[config.mk]
export PLATFORM = sky130hd
export DESIGN_NAME = pattern_scan_ctrl
export DESIGN_NICKNAME = d
export VERILOG_FILES = /design/src/rtl/pattern_scan_ctrl.sv
export SDC_FILE = /design/constraint.sdc
export NUM_CORES = 1
export LEC_CHECK = 0
export BUFFER_PORTS_ARGS = -buffer_cell sky130_fd_sc_hd__buf_2
export CAP_MARGIN = 20
export CORE_AREA = 3 3 67 69
export DETAILED_ROUTE_END_ITERATION = 8
export DIE_AREA = 0 0 70 72
export GPL_TIMING_DRIVEN = 0
export PLACE_DENSITY_LB_ADDON = 0.15
export REMOVE_ABC_BUFFERS = 1
export SLEW_MARGIN = 20
export SYNTH_ARGS = -nofsm -noshare
export SYNTH_HDL_FRONTEND = slang
export SYNTH_SLANG_ARGS = --single-unit
[constraint.sdc]
create_clock -name clk -period 3 [get_ports clk]
set_input_delay 0.15 -clock clk [delete_from_list [all_inputs] [get_ports clk]]
set_output_delay 0.15 -clock clk [all_outputs]
set_load 0.005 [all_outputs]
[src/rtl/pattern_scan_ctrl.sv]
// pattern_scan_ctrl: accepts parallel words over valid/ready, shifts them out
// MSB-first as a continuous bit stream and runs a programmable,
// non-overlapping pattern matcher with a saturating detection counter.
//
// Handshake: a word transfers on any rising edge where in_valid and in_ready
// are both high. in_ready depends only on internal state (never on in_valid),
// and a producer may hold in_valid/in_data until the transfer happens.
`timescale 1ns/1ps

module pattern_scan_ctrl #(
  parameter int W     = 8,
  parameter int CNT_W = 8
) (
  input  logic             clk,
  input  logic             rst,
  input  logic             cfg_we,
  input  logic [7:0]       cfg_pattern,
  input  logic [3:0]       cfg_len,
  input  logic             in_valid,
  input  logic [W-1:0]     in_data,
  output logic             in_ready,
  output logic             busy,
  output logic             bit_out,
  output logic             bit_valid,
  output logic             det_pulse,
  output logic [CNT_W-1:0] det_count,
  input  logic             clr_count,
  output logic             dbg_state
);

  localparam int CW = (W > 2) ? $clog2(W) : 1;

  typedef enum logic {
    S_IDLE  = 1'b0,
    S_SHIFT = 1'b1
  } state_t;

  state_t           state_q, state_d;
  logic [W-1:0]     shreg_q, shreg_d;
  logic [CW-1:0]    cnt_q, cnt_d;
  logic [7:0]       hist_q, hist_d;
  logic [3:0]       fill_q, fill_d;
  logic [7:0]       pat_q, pat_d;
  logic [3:0]       len_q, len_d;
  logic             pulse_q, pulse_d;
  logic [CNT_W-1:0] count_q, count_d;

  logic             accept;
  logic             cfg_ok;
  logic [7:0]       hist_shift;
  logic [3:0]       fill_inc;
  logic [7:0]       mask;
  logic             match;

  // Serialiser FSM: next state, shift register, bit counter and handshake outputs.
  always_comb begin
    state_d   = state_q;
    shreg_d   = shreg_q;
    cnt_d     = cnt_q;
    in_ready  = 1'b0;
    busy      = 1'b0;
    bit_valid = 1'b0;
    bit_out   = 1'b0;
    case (state_q)
      S_IDLE: begin
        in_ready = 1'b1;
        if (in_valid) begin
          shreg_d = in_data;
          cnt_d   = CW'(W - 1);
          state_d = S_SHIFT;
        end
      end
      S_SHIFT: begin
        busy      = 1'b1;
        bit_valid = 1'b1;
        bit_out   = shreg_q[W-1];
        if (cnt_q == '0) begin
          // Last bit of the word: chain the next word with no bubble.
          in_ready = 1'b1;
          if (in_valid) begin
            shreg_d = in_data;
            cnt_d   = CW'(W - 1);
          end else begin
            shreg_d = shreg_q << 1;
            state_d = S_IDLE;
          end
        end else begin
          shreg_d = shreg_q << 1;
          cnt_d   = cnt_q - 1'b1;
        end
      end
      default: state_d = S_IDLE;
    endcase
  end

  assign accept = in_valid & in_ready;
  // Configuration only lands while idle and not racing a word acceptance.
  assign cfg_ok = cfg_we & (state_q == S_IDLE) & ~accept;

  // Matcher datapath: shifted history, fill count, compare mask and match flag.
  always_comb begin
    hist_shift = {hist_q[6:0], bit_out};
    fill_inc   = (fill_q >= 4'd8) ? 4'd8 : fill_q + 4'd1;
    for (int i = 0; i < 8; i++) begin
      mask[i] = (4'(i) < len_q);
    end
    match = bit_valid && (len_q != 4'd0) &&
            ({1'b0, fill_q} + 5'd1 >= {1'b0, len_q}) &&
            ((hist_shift & mask) == (pat_q & mask));
  end

  // Matcher/config/counter next-state: config write, history update, counting.
  always_comb begin
    hist_d  = hist_q;
    fill_d  = fill_q;
    pat_d   = pat_q;
    len_d   = len_q;
    pulse_d = 1'b0;
    count_d = count_q;
    if (cfg_ok) begin
      pat_d  = cfg_pattern;
      len_d  = (cfg_len > 4'd8) ? 4'd8 : cfg_len;
      hist_d = '0;
      fill_d = '0;
    end else if (bit_valid) begin
      if (match) begin
        // Non-overlapping: a detection restarts the history from empty.
        hist_d  = '0;
        fill_d  = '0;
        pulse_d = 1'b1;
        if (count_q != {CNT_W{1'b1}}) begin
          count_d = count_q + 1'b1;
        end
      end else begin
        hist_d = hist_shift;
        fill_d = fill_inc;
      end
    end
    if (clr_count) begin
      count_d = '0;
    end
  end

  // State registers with synchronous active-high reset.
  always_ff @(posedge clk) begin
    if (rst) begin
      state_q <= S_IDLE;
      shreg_q <= '0;
      cnt_q   <= '0;
      hist_q  <= '0;
      fill_q  <= '0;
      pat_q   <= 8'h0D;
      len_q   <= 4'd4;
      pulse_q <= 1'b0;
      count_q <= '0;
    end else begin
      state_q <= state_d;
      shreg_q <= shreg_d;
      cnt_q   <= cnt_d;
      hist_q  <= hist_d;
      fill_q  <= fill_d;
      pat_q   <= pat_d;
      len_q   <= len_d;
      pulse_q <= pulse_d;
      count_q <= count_d;
    end
  end

  assign det_pulse = pulse_q;
  assign det_count = count_q;
  assign dbg_state = state_q;

endmodule

==> metrics <==
status=complete, no violations; Worst Tran Pin Value=0.7534 ns; slowest cell on the critical path=or4_1; CTS resizes=0; first-pass GRT wire length=7251 um; vias in the first global route=1589; Top cell by count, worst path=ha_1; cell taking the most area after synthesis=dfxtp_1; Final Util=0.6093; H-tree levels=2; CP Launch Type=flip-flop; Rel. slew slack=0.4954; n_diodes=0; drt wl/cell=13.31 um; RSZ-0062 raised after global routing=false; fmax=403.1 MHz; cts hold-fix bufs=0; main flop type after synthesis=dfxtp_1; Leak Pwr=1.002 nW; GRT Resource Usage Total=0.1774; worst setup margin=0.5194 ns; hold wc startpoint=cfg_pattern[2]; DPL Wire Length=3021 um; Crit Path Category=flip-flop to flip-flop; Worst Reg-to-Reg Cells=8; Worst setup EP type=flip-flop; Final TNS setup=0 ns; Place WS=0.5655 ns; clock-pin slew on the worst setup and hold paths=0.08 ns; PD cells=521.0 nW/um^2; Tmin final=2.481 ns; DRC errors left=0; final worst path period share=0.8269; Crit Path Max Fanout=14; crit-path cells=inv_1 > ha_1 > ha_1 > a211oi_1 > o21ai_1 > nand4_2 > or4_1 > a21oi_1; CORE AREA=3971 um^2; Synth Instances=239; yosys warns=0; Worst-Skew Late Latency=0.30 ns; largest net degree at the start of global routing=30; Max-Cap Viols=0; gr ovfl total=0; worst r2r src=fill_q[0]$_SDFFE_PP0P_; die height=72 um; synthesis-stage register bit count=44; Avg Cell Area, Syn=8.858 um^2; die width=70 um; total number of vias=1718; worst hold path depth=3; Clock Path Buffers=2; Starting Density=0.5331; I/O Buffers=38; global placement routability congestion=0.7782; CTS Buf Count=5; layout cells sized above 1=0.2096; 1st-iter DRT viols=78; count of flip-flops with a built-in enable after synthesis=0; HP Class=input pin to flip-flop; Post-CTS Repair Setup Buffers=0; Max Slew Vio Count=0; worst IR drop on VDD=0.3532 mV; post-synthesis sequential area ratio=0.4161; Clock Sink Count=44; Yosys cell types=47; CTS Root Cell=clkbuf_8; total design power=1.261 mW; Layout area overhead=14.30%; final wirelength=4287 um; clk_skew=0.009185 ns; die area=5040 um^2; antenna viol nets, final=0; routed vias/inst=5.335; crit-path max cell delay=0.53 ns; Mapped Area=2117 um^2; Row Count=23; Worst Path Required=3.23 ns; Post-synth ARST share=0; Pre-antenna DRT Iters=5; Reg-to-Reg End=det_count[7]$_SDFFE_PP0P_; CTS tree=built; setup slack, reg-to-reg=0.52 ns; WP data arrival=2.71 ns; Final nets=305; largest cells by area after synthesis=dfxtp_1, ha_1, a21oi_1; initial antenna violation count=0; number of I/O pins=39; Hold Vio Cnt, Final=0; # setup viols final=0; share of the synthesized area in the top cell type=0.4161; hold-critical path endpoint=pat_q[2]$_SDFFE_PP1P_
critical path: cells and delay by family (launching register included):
family | cells | cell delay [ns]
DFF | 1 | 0.41
AOI/OAI and AO/OA | 3 | 0.45
buffers and inverters | 1 | 0.09
and+or+nand+nor | 2 | 0.87
adders and majority gates | 2 | 0.61
power by group:
part	total (mW)	internal, mW	leakage (nW)	switching [mW]
Clock	0.478	0.272	0.0614	0.206
Combinational	0.147	0.0681	0.581	0.0792
Sequential	0.635	0.610	0.359	0.0250
metrics by stage:
stage	hold WS, ns	cell area [um^2]	instances
3_3_place_gp	0.3610	2293	313
3_5_place_dp	0.3644	2298	314
4_1_cts	0.04680	2420	322
5_1_grt	0.05672	2420	322
2_1_floorplan	0.2191	2041	225
6_report	0.05718	2420	322
kinds of logic (layout without fill, tap and decap cells):
logic type,count (synthesis),in the layout,share of synthesized area
muxes,10,10,0.04787
AOI/OAI and AO/OA,57,57,0.1826
xor gates and xnor gates,11,11,0.04551
and+or+nand+nor,81,81,0.1956
buffers and inverters,27,60,0.05910
DFF,44,44,0.4161
adders and majority gates,9,9,0.05319
registers in the layout (all words and copies together) (netlist names):
| register | flops |
|---|---|
| det_pulse | 1 |
| dbg_state | 1 |
| pat_q | 8 |
| fill_q | 4 |
| len_q | 4 |
| cnt_q | 3 |
| hist_q | 7 |
| det_count | 8 |
| shreg_q | 8 |
per-layer routing:
metal  track usage  part of all wire  wire length, um
met5             0                 0                0
met4       0.05106            0.0061               26
met3       0.05263             0.044              189
met2        0.2928              0.46             1980
met1        0.2268              0.49             2089
Yosys cell counts (4+ instances only):
cell type and instances:
mux2i_1 9, or3_1 4, ha_1 9, dfxtp_1 44, a21oi_1 18, xnor2_1 9
a31oi_1 4, a211oi_1 10, nand3_1 6, o21ai_0 5, nand3b_1 5, nor2_1 20
clkbuf_1 7, nor3_1 5, a22o_1 8, nand2_1 22, inv_1 13
cell type report:
| type | instances | area, um^2 |
|---|---|---|
| multi-input combinational | 168 | 1111 |
| tap | 50 | 62.56 |
| timing repair buffer | 39 | 195.2 |
| fill | 353 | 1551 |
| clock buffer | 6 | 82.58 |
| clock inverter | 2 | 38.79 |
| inverter | 13 | 48.80 |
| sequential | 44 | 880.8 |
worst max path at each step:
stage	startpoint	to	slack (ns)	cells past startpoint
2_1_floorplan	fill_q[0]$_SDFFE_PP0P_	det_count[6]$_SDFFE_PP0P_	0.87	8
3_3_place_gp	dbg_state$_SDFF_PP0_	fill_q[0]$_SDFFE_PP0P_	0.53	4
3_5_place_dp	fill_q[0]$_SDFFE_PP0P_	det_count[7]$_SDFFE_PP0P_	0.57	8
4_1_cts	fill_q[0]$_SDFFE_PP0P_	det_count[7]$_SDFFE_PP0P_	0.50	8
5_1_grt	fill_q[0]$_SDFFE_PP0P_	det_count[7]$_SDFFE_PP0P_	0.34	8
6_report	fill_q[0]$_SDFFE_PP0P_	det_count[7]$_SDFFE_PP0P_	0.52	8
layout by cell type, fill, tap and decap left out, types with 6 or more instances in the layout:
cell type,netlist,final
dfxtp_1,44,44
buf_2,2,39
nand2_1,22,22
nor2_1,20,20
a21oi_1,18,18
inv_1,13,13
a211oi_1,10,10
xnor2_1,9,9
mux2i_1,9,9
ha_1,9,9
a22o_1,8,8
nand3_1,6,6
clkbuf_8,0,6
No activity file was read; power rests on OpenSTA's default activity.
